`config.mk`:
```
export PLATFORM = sky130hd
export DESIGN_NAME = mem_arbiter
export DESIGN_NICKNAME = d
export VERILOG_FILES = /design/src/rtl/mem_arbiter_pkg.sv /design/src/rtl/mem_arbiter.sv
export SDC_FILE = /design/constraint.sdc
export NUM_CORES = 1
export LEC_CHECK = 0
export CAP_MARGIN = 10
export CORE_AREA = 2 2 343 345
export CTS_CLUSTER_SIZE = 12
export DETAILED_ROUTE_END_ITERATION = 12
export DIE_AREA = 0 0 345 347
export PLACE_DENSITY = 0.41
export SLEW_MARGIN = 10
export SYNTH_ARGS = -nofsm -noshare
export SYNTH_HDL_FRONTEND = slang
export SYNTH_SLANG_ARGS = --single-unit
export TNS_END_PERCENT = 50
```
`constraint.sdc`:
```
create_clock -name clock -period 2 [get_ports clock]
set_clock_uncertainty 0.2 [all_clocks]
set_input_delay 0.2 -clock clock [delete_from_list [all_inputs] [get_ports clock]]
set_output_delay 0.2 -clock clock [all_outputs]
set_load 0.02 [all_outputs]
```
`src/rtl/mem_arbiter_pkg.sv`:
```
// Shared constants for the main-memory arbiter: FSM state encoding and
// owner codes reported on owner_o.
package mem_arbiter_pkg;

  typedef enum logic [1:0] {
    ARB_IDLE    = 2'd0,
    ARB_GRANT_I = 2'd1,
    ARB_GRANT_D = 2'd2
  } arb_state_t;

  localparam logic OWNER_I = 1'b0;
  localparam logic OWNER_D = 1'b1;

endpackage

```
`src/rtl/mem_arbiter.sv`:
```
// Main-memory port arbiter between the I-cache and D-cache controllers.
// D-cache wins ties unless the I-cache has been passed over STARVE_LIMIT
// times in a row. The granted request is latched and held until the memory
// acks or the watchdog aborts the transaction.
module mem_arbiter
  import mem_arbiter_pkg::*;
#(
  parameter int ADDR_W       = 32,
  parameter int LINE_W       = 128,
  parameter int STARVE_LIMIT = 4,
  parameter int TIMEOUT      = 1024
) (
  input  logic              clock,
  input  logic              reset,
  input  logic              i_enable_i,
  input  logic              i_write_i,
  input  logic [ADDR_W-1:0] i_addr_i,
  input  logic [LINE_W-1:0] i_data_i,
  output logic              i_ack_o,
  output logic [LINE_W-1:0] i_data_o,
  input  logic              d_enable_i,
  input  logic              d_write_i,
  input  logic [ADDR_W-1:0] d_addr_i,
  input  logic [LINE_W-1:0] d_data_i,
  output logic              d_ack_o,
  output logic [LINE_W-1:0] d_data_o,
  output logic              mem_enable_o,
  output logic              mem_write_o,
  output logic [ADDR_W-1:0] mem_addr_o,
  output logic [LINE_W-1:0] mem_data_o,
  input  logic [LINE_W-1:0] mem_data_i,
  input  logic              mem_ack_i,
  output logic              busy_o,
  output logic              owner_o,
  output logic              timeout_o
);

  localparam int STARVE_W = $clog2(STARVE_LIMIT + 1);
  // The wait counter only needs to reach TIMEOUT-1: that is the last cycle
  // in which an ack can still rescue the transaction.
  localparam int WAIT_W = (TIMEOUT < 2) ? 1 : $clog2(TIMEOUT);
  localparam logic [STARVE_W-1:0] STARVE_MAX = STARVE_W'(STARVE_LIMIT);
  localparam logic [WAIT_W-1:0]   WAIT_LAST  = (TIMEOUT > 0) ? WAIT_W'(TIMEOUT - 1) : '0;

  arb_state_t          state, state_nxt;
  logic                grant_i, grant_d, expire;
  logic [STARVE_W-1:0] starve_cnt;
  logic [WAIT_W-1:0]   wait_cnt;

  function automatic logic [STARVE_W-1:0] starve_inc(input logic [STARVE_W-1:0] cnt);
    return (cnt >= STARVE_MAX) ? STARVE_MAX : cnt + STARVE_W'(1);
  endfunction

  // State register.
  always_ff @(posedge clock) begin
    if (reset) state <= ARB_IDLE;
    else       state <= state_nxt;
  end

  // Arbitration decision and transaction termination (ack or watchdog).
  always_comb begin
    state_nxt = state;
    grant_i   = 1'b0;
    grant_d   = 1'b0;
    expire    = 1'b0;
    case (state)
      ARB_IDLE: begin
        if (d_enable_i && !(i_enable_i && (starve_cnt == STARVE_MAX))) begin
          grant_d   = 1'b1;
          state_nxt = ARB_GRANT_D;
        end else if (i_enable_i) begin
          grant_i   = 1'b1;
          state_nxt = ARB_GRANT_I;
        end
      end
      ARB_GRANT_I, ARB_GRANT_D: begin
        // An ack in the final watchdog cycle still completes normally.
        if (mem_ack_i) begin
          state_nxt = ARB_IDLE;
        end else if ((TIMEOUT != 0) && (wait_cnt == WAIT_LAST)) begin
          expire    = 1'b1;
          state_nxt = ARB_IDLE;
        end
      end
      default: state_nxt = ARB_IDLE;
    endcase
  end

  // Capture the winning request; held constant for the whole transaction.
  always_ff @(posedge clock) begin
    if (reset) begin
      mem_write_o <= 1'b0;
      mem_addr_o  <= '0;
      mem_data_o  <= '0;
    end else if (grant_d) begin
      mem_write_o <= d_write_i;
      mem_addr_o  <= d_addr_i;
      mem_data_o  <= d_data_i;
    end else if (grant_i) begin
      mem_write_o <= i_write_i;
      mem_addr_o  <= i_addr_i;
      mem_data_o  <= i_data_i;
    end
  end

  // Count consecutive D grants that bypassed a waiting I-cache.
  always_ff @(posedge clock) begin
    if (reset || grant_i)  starve_cnt <= '0;
    else if (grant_d)      starve_cnt <= i_enable_i ? starve_inc(starve_cnt) : '0;
  end

  // Watchdog: cycles spent in a grant without an ack.
  always_ff @(posedge clock) begin
    if (reset || grant_i || grant_d)         wait_cnt <= '0;
    else if (busy_o && !mem_ack_i && !expire) wait_cnt <= wait_cnt + WAIT_W'(1);
  end

  // Sticky abort flag, cleared only by reset.
  always_ff @(posedge clock) begin
    if (reset)       timeout_o <= 1'b0;
    else if (expire) timeout_o <= 1'b1;
  end

  assign busy_o       = (state != ARB_IDLE);
  assign mem_enable_o = busy_o;
  assign owner_o      = (state == ARB_GRANT_D) ? OWNER_D : OWNER_I;
  assign i_ack_o      = (state == ARB_GRANT_I) && mem_ack_i;
  assign d_ack_o      = (state == ARB_GRANT_D) && mem_ack_i;
  assign i_data_o     = mem_data_i;
  assign d_data_o     = mem_data_i;

endmodule
```
# Word level (Yosys, flattened, before mapping)
# Cells that the tools add are included.
[word_totals] regBits=177
[classes] n_addsub=2 n_lt_le_gt_ge=1 eq_ne=6 n_mux=22 n_reduce_logical=16
[op_table] op="2-to-1 mux 128 bit" n=2
[op_table] op="2-to-1 mux 32 bit" n=2
[op_table] op="2-to-1 mux 1 bit" n=11
[op_table] op="adder 10 x 1 -> 10 bit, second input constant" n=1
[op_table] op="== test 10 bit, second input constant" n=1
[op_table] op="2-to-1 mux 2 bit" n=4
[op_table] op="logical AND 1 bit" n=6
[op_table] op="2-to-1 mux 3 bit" n=2
[op_table] op="!= test 3 bit, second input constant" n=2
[op_table] op="one-hot mux 2 bit (2 select lines)" n=1
[op_table] op="nonzero test 2 bit" n=2
[op_table] op="adder 3 x 1 -> 3 bit, second input constant" n=1
[op_table] op="== test 3 bit, second input constant" n=1
[op_table] op=">= comparator 3 bit, second input constant" n=1
[op_table] op="logical NOT 1 bit" n=3
[op_table] op="== test 2 x 1 -> 1 bit, second input constant" n=1
[op_table] op="== test 2 bit, second input constant" n=1
[op_table] op="logical NOT 2 bit" n=1
[op_table] op="logical OR 1 bit" n=2
[op_table] op="AND reduction 2 bit" n=1
[op_table] op="OR reduction 2 bit" n=1

# Logic depth before layout (Yosys ltp)
# Gate-level depths: netlist (run 1).
[logic_depth] word_depth=8 mapped_depth=10 ltp_nobuf=6

# Worst setup path before layout (run 1)
# No wires, ideal clock.
[synth_timing] kind="register -> register" start="register state[0]" end="register wait_cnt[9]" t_arrival_ns=1.823 required_time_ns=1.741 slack_ns=-0.082 path_stages_with_launch=8 n_path_buf=1 period_less_slack_ns=2.082 cell_sequence="dfxtp_1 -> inv_1 -> ha_1 -> buf_6 -> nand4bb_4 -> or4_1 -> or4_1 -> nand2_1"
[synth_between] elab_chain_len=5 elab_cells_between_ends=13 cone_classes="eq/ne: 2; mux: 3; reduce/logical: 8"
[synth_rtl] item="start: declaration" line_no="mem_arbiter.sv:45" text="arb_state_t state, state_nxt;"
[synth_rtl] item="start signal: assignment" line_no="mem_arbiter.sv:57" text="else state <= state_nxt;"
[synth_rtl] item="== test 2 bit / == test 2 x 1 -> 1 bit (equally long branches)" line_no="mem_arbiter.sv:66" text="case (state)"
[synth_rtl] item="OR reduction 2 bit" line_no="mem_arbiter.sv:66"
[synth_rtl] item="2-to-1 mux 1 bit" line_no="mem_arbiter.sv:66"
[synth_rtl] item="logical NOT 1 bit" line_no="mem_arbiter.sv:115" text="else if (busy_o && !mem_ack_i && !expire) wait_cnt <= wait_cnt + WAIT_W'(1);"
[synth_rtl] item="logical AND 1 bit" line_no="mem_arbiter.sv:115"
[synth_rtl] item="end signal: assignment" line_no="mem_arbiter.sv:115"
[synth_rtl] item="end: declaration" line_no="mem_arbiter.sv:48" text="logic [WAIT_W-1:0] wait_cnt;"
# Parallel ways exist; a longest one is shown, timed or not.
# A chain may end at the register's enable or synchronous reset.

# Worst setup path in the final report (run 1)
[layout_timing] start="register state[0]" end="register mem_data_o[100]"
[layout_between] elab_chain_len=3 elab_cells_between_ends=5 cone_classes="mux: 3; reduce/logical: 2"
[layout_rtl] item="logical NOT 2 bit *" line_no="mem_arbiter.sv:66"
[layout_rtl] item="2-to-1 mux 1 bit" line_no="mem_arbiter.sv:66"
[layout_rtl] item="2-to-1 mux 128 bit / nonzero test 2 bit (equally long branches)"
[layout_rtl] item="end signal: assignment" line_no="mem_arbiter.sv:98" text="mem_data_o <= d_data_i;"
[layout_rtl] item="end signal: assignment" line_no="mem_arbiter.sv:102" text="mem_data_o <= i_data_i;"
[layout_rtl] item="end: declaration" line_no="mem_arbiter.sv:30" text="output logic [LINE_W-1:0] mem_data_o,"
# Mark *: on every way between the ends. The rest lies on a longest branch, timed or not.

==> metrics.md, run 1 <==
| Metric | Value |
|---|---|
| CTS H-Tree Depth | 4 |
| Gr usage total | 10.9% |
| I/O pin total | 878 |
| Stages on worst setup path | 11 |
| Max-cap violations | 0 |
| Placer Congestion | 0.816 |
| Total die area | 120000 sq um |
| Area growth from synthesis to layout | 98.5% |
| R2R Setup Slk | -0.09 ns |
| CP max FO | 6 |
| Setup CP Type | register to register |
| # fillers | 13100 |
| Slew Limit Fails | 0 |
| Via density | 3.23 |
| HP Class | input pin to register |
| Peak supply drop | 702 uV |
| Top Family by Delay on Critical Path | buffers and inverters |
| R2R depth | 11 |
| Num rows | 125 |
| Vias in the first global route | 10800 |
| WL/cell | 20.4 um |
| Critical path buffers and inverters | 7 |
| Worst R2R Start | state[0]$_SDFFE_PP0P_ |
| Fin crit share | 105% |
| Routed length on met1 | 27500 um |
| WL met3 | 8370 um |
| Final Non-Filler Cells | 3320 |
| Clock transition at the registers of the reported paths | 0.09 ns |
| Worst-path cell chain | inv_2 -> ha_4 -> buf_6 -> buf_6 -> nand3_4 -> buf_6 -> buf_12 -> buf_16 -> clkbuf_16 -> nand2_2 -> a311oi_1 |
| Fmax | 0.478 GHz |
| Final setup vio count | 58 |
| CP Capture Type | register |
| Pwr Total | 15.0 mW |
| Initial Utilization | 8.34% |
| Maximum buffer depth of the clock tree | 2 |
| RSZ-0062 raised after global routing | true |
| Die X | 345 um |
| Core ar. | 116000 sq um |
| Power per Cell Area | 784 nW/um^2 |
| CP peak stage delay | 0.34 ns |
| Post-route antenna net violation count | 0 |
| Synthesized cell area | 9660 sq um |
| Critical Path AT | 2.32 ns |
| Worst slew pin tran | 0.618 ns |
| Synth Register Bits | 177 |
| Mapped Cells | 1263 |
| Number of synthesized flops with an enable pin | 0 |
| Drt pass-1 iters | 6 |
| Synthesized area per cell | 7.65 sq um |
| DR WL met2 | 30100 um |
| CTS Buf Count | 17 |
| Final min period | 2.09 ns |
| Vias | 10700 |
| Setup TNS | -2.24 ns |
| CP startpoint kind | register |
| Insertion delay to the later sink of the worst-skew pair | 0.52 ns |
| Residual DRC count | 0 |
| Worst path required time | 2.23 ns |
| Root cell of the clock tree | clkbuf_16 |
| CTS tree | yes |
| Placed Cells | 3026 |
| Final hold vios | 0 |
| Share of flip-flops with an asynchronous set or reset | 0% |
| Layout net count | 2243 |
| Synth Warn # | 0 |
| Reg2Reg Capture Point | mem_data_o[100]$_SDFFE_PP0P_ |
| Initial DRC count | 453 |
| Share of cells above drive strength 1 | 15.7% |
| Register area share after synthesis | 36.7% |
| I/O Buffers | 493 |
| Die height | 347 um |
| Critical Path Sink | mem_data_o[100]$_SDFFE_PP0P_ |
| Crit-path slowest cell | dfxtp_2 |
| Initial antenna violation count | 2 |
| Global route overflow | 0 |
| Slew Limit Headroom | 58.8% |
| Top_reg_cell synth | dfxtp_1 |
| Final HPWL DP | 51200 um |
| CTS sink cnt | 177 |
| CP most frequent cell | buf_6 |
| Violated checks | negative setup slack |
| Net Count, Synth | 1724 |
| Final setup margin | -0.0927 ns |
| Leak | 7.30 nW |
| Status | complete, but fails checks |
| Routed WL | 67700 um |
| Largest net degree at the start of global routing | 86 |
| Top Metal Used | met5 |
| Global-route wire length before repair | 89800 um |
| Count of cell types in the netlist | 39 |
| CP startpoint | state[0]$_SDFFE_PP0P_ |
==> through the flow <==
step	utilization, %	cell area, sq um	hold slack [ns]	setup slack, ns
finish	16.6	19200	0.0718	-0.0927
global route	16.6	19200	0.0295	-0.166
CTS	16.1	18600	0.0000798	-0.107
detailed placement	13.1	15100	0.200	-0.208
global placement	13.1	15100	0.200	-0.214
floorplan	-	9660	0.159	-0.00868
==> cell usage in the layout, fill, tap and decap left out, drive strengths merged, types with 2 or more instances in the layout <==
cell / synthesis / routed
and2: 2 / 2
inv: 7 / 12
o31ai: 3 / 3
nor2: 172 / 172
clkbuf: 69 / 23
a21oi: 6 / 6
nor3: 3 / 3
ha: 6 / 6
and3: 2 / 2
dlygate4sd3: 0 / 216
clkdlybuf4s50: 0 / 412
xor2: 2 / 2
dfxtp: 177 / 177
nand2: 335 / 335
diode: 0 / 2
nand3: 6 / 6
clkinvlp: 0 / 4
o21ai: 4 / 4
or4: 4 / 4
dlygate4sd2: 0 / 59
bufbuf: 0 / 2
a311oi: 162 / 162
buf: 281 / 155
nand4: 2 / 2
bufinv: 0 / 3
or3: 3 / 3
xnor2: 2 / 2
==> flip-flops by register name (all words and copies together), names as in the netlist <==
register,count
mem_addr_o,32
mem_data_o,128
mem_write_o,1
starve_cnt,3
state,2
timeout_o,1
wait_cnt,10
==> tightest hold or removal path, stage by stage <==
cell and delay, ns:
clkdlybuf4s50_1 0.41, nand2_1 0.07, a311oi_1 0.08
==> cells by family after synthesis <==
kind of cell               count (synthesis)  synth area share, %
and+or+nand+nor                          536                 21.8
buffers and inverters                    357                 24.2
AOI/OAI and AO/OA                        182                 16.0
DFF                                      177                 36.7
adders and majority gates                  6                0.777
xor gates and xnor gates                   4                0.363
muxes                                      1                0.104
==> per-layer routing <==
layer / vias up / global-route usage [%]
met5: - / 0.400
met4: 2 / 3.46
met3: 60 / 6.46
met2: 697 / 17.0
met1: 4896 / 12.3
li1: 5084 / -
==> report_power, final <==
| part | internal (mW) | switching [mW] | leakage (nW) |
|---|---|---|---|
| clock | 1.99 | 1.86 | 0.283 |
| combinational | 3.28 | 3.41 | 5.55 |
| sequential | 4.10 | 0.389 | 1.47 |
| total | 9.37 | 5.66 | 7.30 |
==> cell type report <==
cell class | count | area, sq um | area share (%)
repair buffers | 850 | 8890 | 46.4
clock buffers | 18 | 429 | 2.24
well taps | 1524 | 1910 | 9.95
diodes | 2 | 5.00 | 0.0261
flip-flops and latches | 177 | 3550 | 18.5
inverters | 7 | 26.3 | 0.137
multi-input cells | 729 | 4190 | 21.8
clock inverters | 13 | 178 | 0.927
==> synth_stat cells (all sizes together) (2+ instances only) <==
cell    number  area [sq um]
xnor2        2          17.5
or3          3          18.8
buf        281          2050
nand2      335          1260
or4          4          30.0
dfxtp      177          3540
and2         2          12.5
o21ai        4          20.0
and3         2          12.5
nand4        2          12.5
o31ai        3          22.5
clkbuf      69           259
ha           6          75.1
a311oi     162          1420
nand3        6          30.0
a21oi        6          30.0
inv          7          26.3
nor2       172           646
xor2         2          17.5
nor3         3          15.0
==> what timing repair did <==
item	in CTS	in global routing
endpoints found under the hold margin	153	0
buffers inserted	28	5
gates resized for setup	123	108
endpoints found under the setup margin	196	167
hold buffers	216	0
cloned	12	5
pin swaps	40	58
==> worst min-delay path by stage <==
stage	startpoint	endpoint	slack, ns	depth (start not counted)
4_1_cts	i_data_i[91]	mem_data_o[91]$_SDFFE_PP0P_	0.00008	3
5_1_grt	i_data_i[54]	mem_data_o[54]$_SDFFE_PP0P_	0.03	3
6_report	d_addr_i[24]	mem_addr_o[24]$_SDFFE_PP0P_	0.07	3
3_3_place_gp	mem_data_i[18]	d_data_o[18]	0.20	0
3_5_place_dp	mem_data_i[18]	d_data_o[18]	0.20	0
2_1_floorplan	d_addr_i[0]	mem_addr_o[0]$_SDFFE_PP0P_	0.16	2
(Power assumes the default switching activity.)
==> run 2, diff against run 1 <==
--- a/config.mk
+++ b/config.mk
@@ -5,12 +5,13 @@
 export SDC_FILE = /design/constraint.sdc
 export NUM_CORES = 1
 export LEC_CHECK = 0
+export ABC_AREA = 1
 export CAP_MARGIN = 10
 export CORE_AREA = 2 2 343 345
 export CTS_CLUSTER_SIZE = 12
 export DETAILED_ROUTE_END_ITERATION = 12
 export DIE_AREA = 0 0 345 347
-export PLACE_DENSITY = 0.41
+export PLACE_DENSITY = 0.42
 export SLEW_MARGIN = 10
 export SYNTH_ARGS = -nofsm -noshare
 export SYNTH_HDL_FRONTEND = slang
==> run 2 against run 1 <==
  * Highest routed layer unchanged
  * Maximum frequency grew 4.2%
  * Clock power is 8.1% lower
  * Global-route usage shrank 1.9 points
  * The flow still finishes with violations (negative setup slack)
  * Via count down 1.2%
==> metrics.md, run 2 <==
| Metric | Value |
|---|---|
| Layout net count | 2363 (+5.3%) |
| Area growth from synthesis to layout | 64.7% |
| Global route overflow | 0 (unchanged) |
| Total die area | 120000 sq um (unchanged) |
| # fillers | 13300 (+1.4%) |
| Global-route wire length before repair | 75200 um (-16%) |
| Multi-input gate area | 4810 sq um (+15%) |
| Vias in the first global route | 10200 (-5.6%) |
| Pwr Total | 14.0 mW (-7.0%) |
| CTS Buf Count | 17 (unchanged) |
| Slew Limit Fails | 0 (unchanged) |
| Worst-path cell chain | inv_2 -> ha_4 -> nand2_2 -> inv_2 -> nand2_2 -> nand3_4 -> buf_12 -> buf_16 -> clkbuf_16 -> nand2_2 -> nand3_2 -> nand2_1 -> inv_1 |
| Crit-path slowest cell | dfxtp_2 |
| Final setup margin | -0.00927 ns (+0.0834 ns) |
| Clock transition at the registers of the reported paths | 0.09 ns (about the same) |
| Num rows | 125 (unchanged) |
| Vias | 10600 (-1.2%) |
| Most frequent cells in the layout | nand2_1 (466), clkdlybuf4s50_1 (421), dfxtp_1 (173), inv_1 (172), o21a_1 (161) |
| Post-route antenna net violation count | 0 (unchanged) |
| Synth Register Bits | 177 (unchanged) |
| Share of flip-flops with an asynchronous set or reset | 0% (unchanged) |
| Most flops, register | mem_data_o |
| Final setup vio count | 3 (-95%) |
| Synthesized area per cell | 6.81 sq um (-11%) |
| Via density | 3.08 (-4.7%) |
| Insertion delay to the later sink of the worst-skew pair | 0.52 ns (about the same) |
| Top area cells in the synthesized netlist | dfxtp_1 (32%), nand2_1 (18%), buf_4 (18%) |
| Top_reg_cell synth | dfxtp_1 |
| Placer Congestion | 0.756 (-7.4%) |
| Fmax | 0.498 GHz (+4.2%) |
| CTS tree | yes |
| FF/Latch Area | 3550 sq um (unchanged) |
| Setup TNS | -0.0124 ns (+2.22 ns) |
| Routed WL | 57100 um (-16%) |
| Worst setup slack after placement | -0.176 ns (+0.0320 ns) |
| Mapped Cells | 1612 (+28%) |
| Fin crit share | 100% (-4.2 points) |
| Synth Warn # | 0 (unchanged) |
| Share of cells above drive strength 1 | 15.2% (-0.47 points) |
| Final hold vios | 0 (unchanged) |
| Worst slew pin tran | 0.459 ns (-0.159 ns) |
| Top Family by Delay on Critical Path | buffers and inverters |
| Post-CTS Hold Buffers | 0 (-100%) |
| Largest register FFs | 128 (unchanged) |
| Placed Cells | 3385 (+12%) |
| Most used standard cell by instance count after synthesis | nand2_1 |
| CP max FO | 7 (+1) |
| Slew Limit Headroom | 69.5% (+11 points) |
| CP peak stage delay | 0.34 ns (about the same) |
| Core ar. | 116000 sq um (unchanged) |
| Most common cell after layout, fill and taps aside | nand2_1 |
| Largest net degree at the start of global routing | 29 (-66%) |
| CP startpoint kind | register |
| Drt pass-1 iters | 6 (unchanged) |
| Initial Utilization | 9.49% (+1.1 points) |
| Maximum buffer depth of the clock tree | 2 (unchanged) |
| Final HPWL DP | 43400 um (-15%) |
| Die X | 345 um (unchanged) |
| Synth area leader | dfxtp_1 |
| CP Capture Type | register |
| Final min period | 2.01 ns (-0.0834 ns) |
| Setup CP Type | register to register |
| Residual DRC count | 0 (unchanged) |
| I/O pin total | 878 (unchanged) |
| CTS sink cnt | 177 (unchanged) |
| RSZ-0062 raised after global routing | true |
| Violated checks | negative setup slack |
| Die height | 347 um (unchanged) |
| Root cell of the clock tree | clkbuf_16 |
| WL/cell | 16.6 um (-19%) |
| I/O Buffers | 493 (unchanged) |
| Peak supply drop | 769 uV (+9.5%) |
| Power per Cell Area | 773 nW/um^2 (-1.4%) |
| Leak | 8.27 nW (+13%) |
| Largest registers | mem_data_o x128, mem_addr_o x32, wait_cnt x10 |
| CP most frequent cell | nand2_2 |
| Final Non-Filler Cells | 3440 (+3.6%) |
| Worst path required time | 2.24 ns (about the same) |
| Count of cell types in the netlist | 22 (-44%) |
| Max-cap violations | 0 (unchanged) |
| Top-area cell type share of the netlist area | 32.3% (-4.4 points) |
| Critical Path AT | 2.25 ns (-0.07 ns) |
| Critical path buffers and inverters | 6 (-1) |
| Register area share after synthesis | 32.3% (-4.4 points) |
| Initial DRC count | 437 (-3.5%) |
| Initial antenna violation count | 11 (+9) |
| Status | complete, but fails checks |
| Net Count, Synth | 2073 (+20%) |
| Synth top cells by count | nand2_1 (521), buf_4 (259), inv_1 (181) |
| Number of synthesized flops with an enable pin | 0 (unchanged) |
| Gr usage total | 8.95% (-1.9 points) |
| CTS H-Tree Depth | 4 (unchanged) |
| Synthesized cell area | 11000 sq um (+14%) |
| HP Class | input pin to register |
[run 2: cell types whose count changed after synthesis, sizes merged, moves of 4 or more]
cell | previous run | this run
nand2 | 335 | 522
inv | 7 | 182
nand3 | 6 | 175
a311oi | 162 | 0
o21a | 1 | 161
nor2 | 172 | 13
clkbuf | 69 | 23
buf | 281 | 324
a21oi | 6 | 15
or4 | 4 | 0
[run 2: worst register-to-register path: cells and delay by family (launching register included)]
kind                       cells  cell delay, ns
DFF                            1            0.34
buffers and inverters          6            0.73
adders and majority gates      1            0.15
and+or+nand+nor                6            0.50
[run 2: logic make-up (layout without fill, tap and decap cells)]
| logic type | count (synthesis) | in the layout | synth area share, % |
|---|---|---|---|
| AOI/OAI and AO/OA | 180 | 180 | 11.9 |
| xor gates and xnor gates | 4 | 4 | 0.319 |
| adders and majority gates | 6 | 6 | 0.684 |
| and+or+nand+nor | 716 | 716 | 26.7 |
| DFF | 177 | 177 | 32.3 |
| other | 0 | 1 | 0 |
| buffers and inverters | 529 | 832 | 28.1 |
[run 2: final timing paths]
check	startpoint	to	slack, ns	cells after the start
setup / recovery	starve_cnt[0]$_SDFFE_PP0P_	mem_data_o[9]$_SDFFE_PP0P_	-0.009	13
hold / removal	d_addr_i[10]	mem_addr_o[10]$_SDFFE_PP0P_	0.11	5
setup reg to reg	starve_cnt[0]$_SDFFE_PP0P_	mem_data_o[9]$_SDFFE_PP0P_	-0.009	13
hold reg to reg	wait_cnt[6]$_SDFFE_PP0P_	wait_cnt[6]$_SDFFE_PP0P_	0.27	2
[run 2: layout make-up]
| cell class | instances | area share [%] |
|---|---|---|
| flip-flops and latches | 177 | 19.6 |
| clock inverters | 14 | 0.747 |
| inverters | 182 | 3.93 |
| well taps | 1524 | 10.5 |
| multi-input cells | 906 | 26.6 |
| clock buffers | 18 | 2.43 |
| diodes | 1 | 0.0138 |
| repair buffers | 618 | 36.1 |
[run 2: layer usage]
metal | global-route usage [%] | up-vias | routed length [um]
li1 | - | 5315 | -
met1 | 10.3 | 4653 | 24000
met2 | 13.3 | 507 | 24900
met3 | 4.79 | 128 | 6220
met4 | 4.66 | 6 | 2020
met5 | 0 | - | 46
[run 2: report_power, final]
group / internal (mW) / switching [mW] / total (mW)
clock: 1.68 / 1.85 / 3.53
sequential: 4.06 / 0.350 / 4.41
combinational: 2.86 / 3.18 / 6.04
total: 8.60 / 5.38 / 14.0
[run 2: stage by stage]
step / utilization, % / instance area (sq um) / hold WS (ns)
final: 15.6 / 18100 / 0.112
after global routing: 15.6 / 18100 / 0.0855
after CTS: 15.0 / 17400 / 0.0305
after detailed placement: 14.3 / 16500 / 0.200
after global placement: 14.3 / 16500 / 0.200
after floorplan: - / 11000 / 0.0691
[run 2: what timing repair did]
action | 4_1_cts | 5_1_grt
buffers inserted | 10 | 4
gates cloned | 3 | 8
pin swaps | 3 | 52
endpoints found under the setup margin | 195 | 149
gates resized for setup | 109 | 136
==> run 3, diff against run 2 <==
--- a/config.mk
+++ b/config.mk
@@ -6,6 +6,7 @@
 export NUM_CORES = 1
 export LEC_CHECK = 0
 export ABC_AREA = 1
+export ABC_CLOCK_PERIOD_IN_PS = 2000
 export CAP_MARGIN = 10
 export CORE_AREA = 2 2 343 345
 export CTS_CLUSTER_SIZE = 12
==> results of run 3 <==
Same layout as run 2: the final DEF is identical, and so are final timing and power.
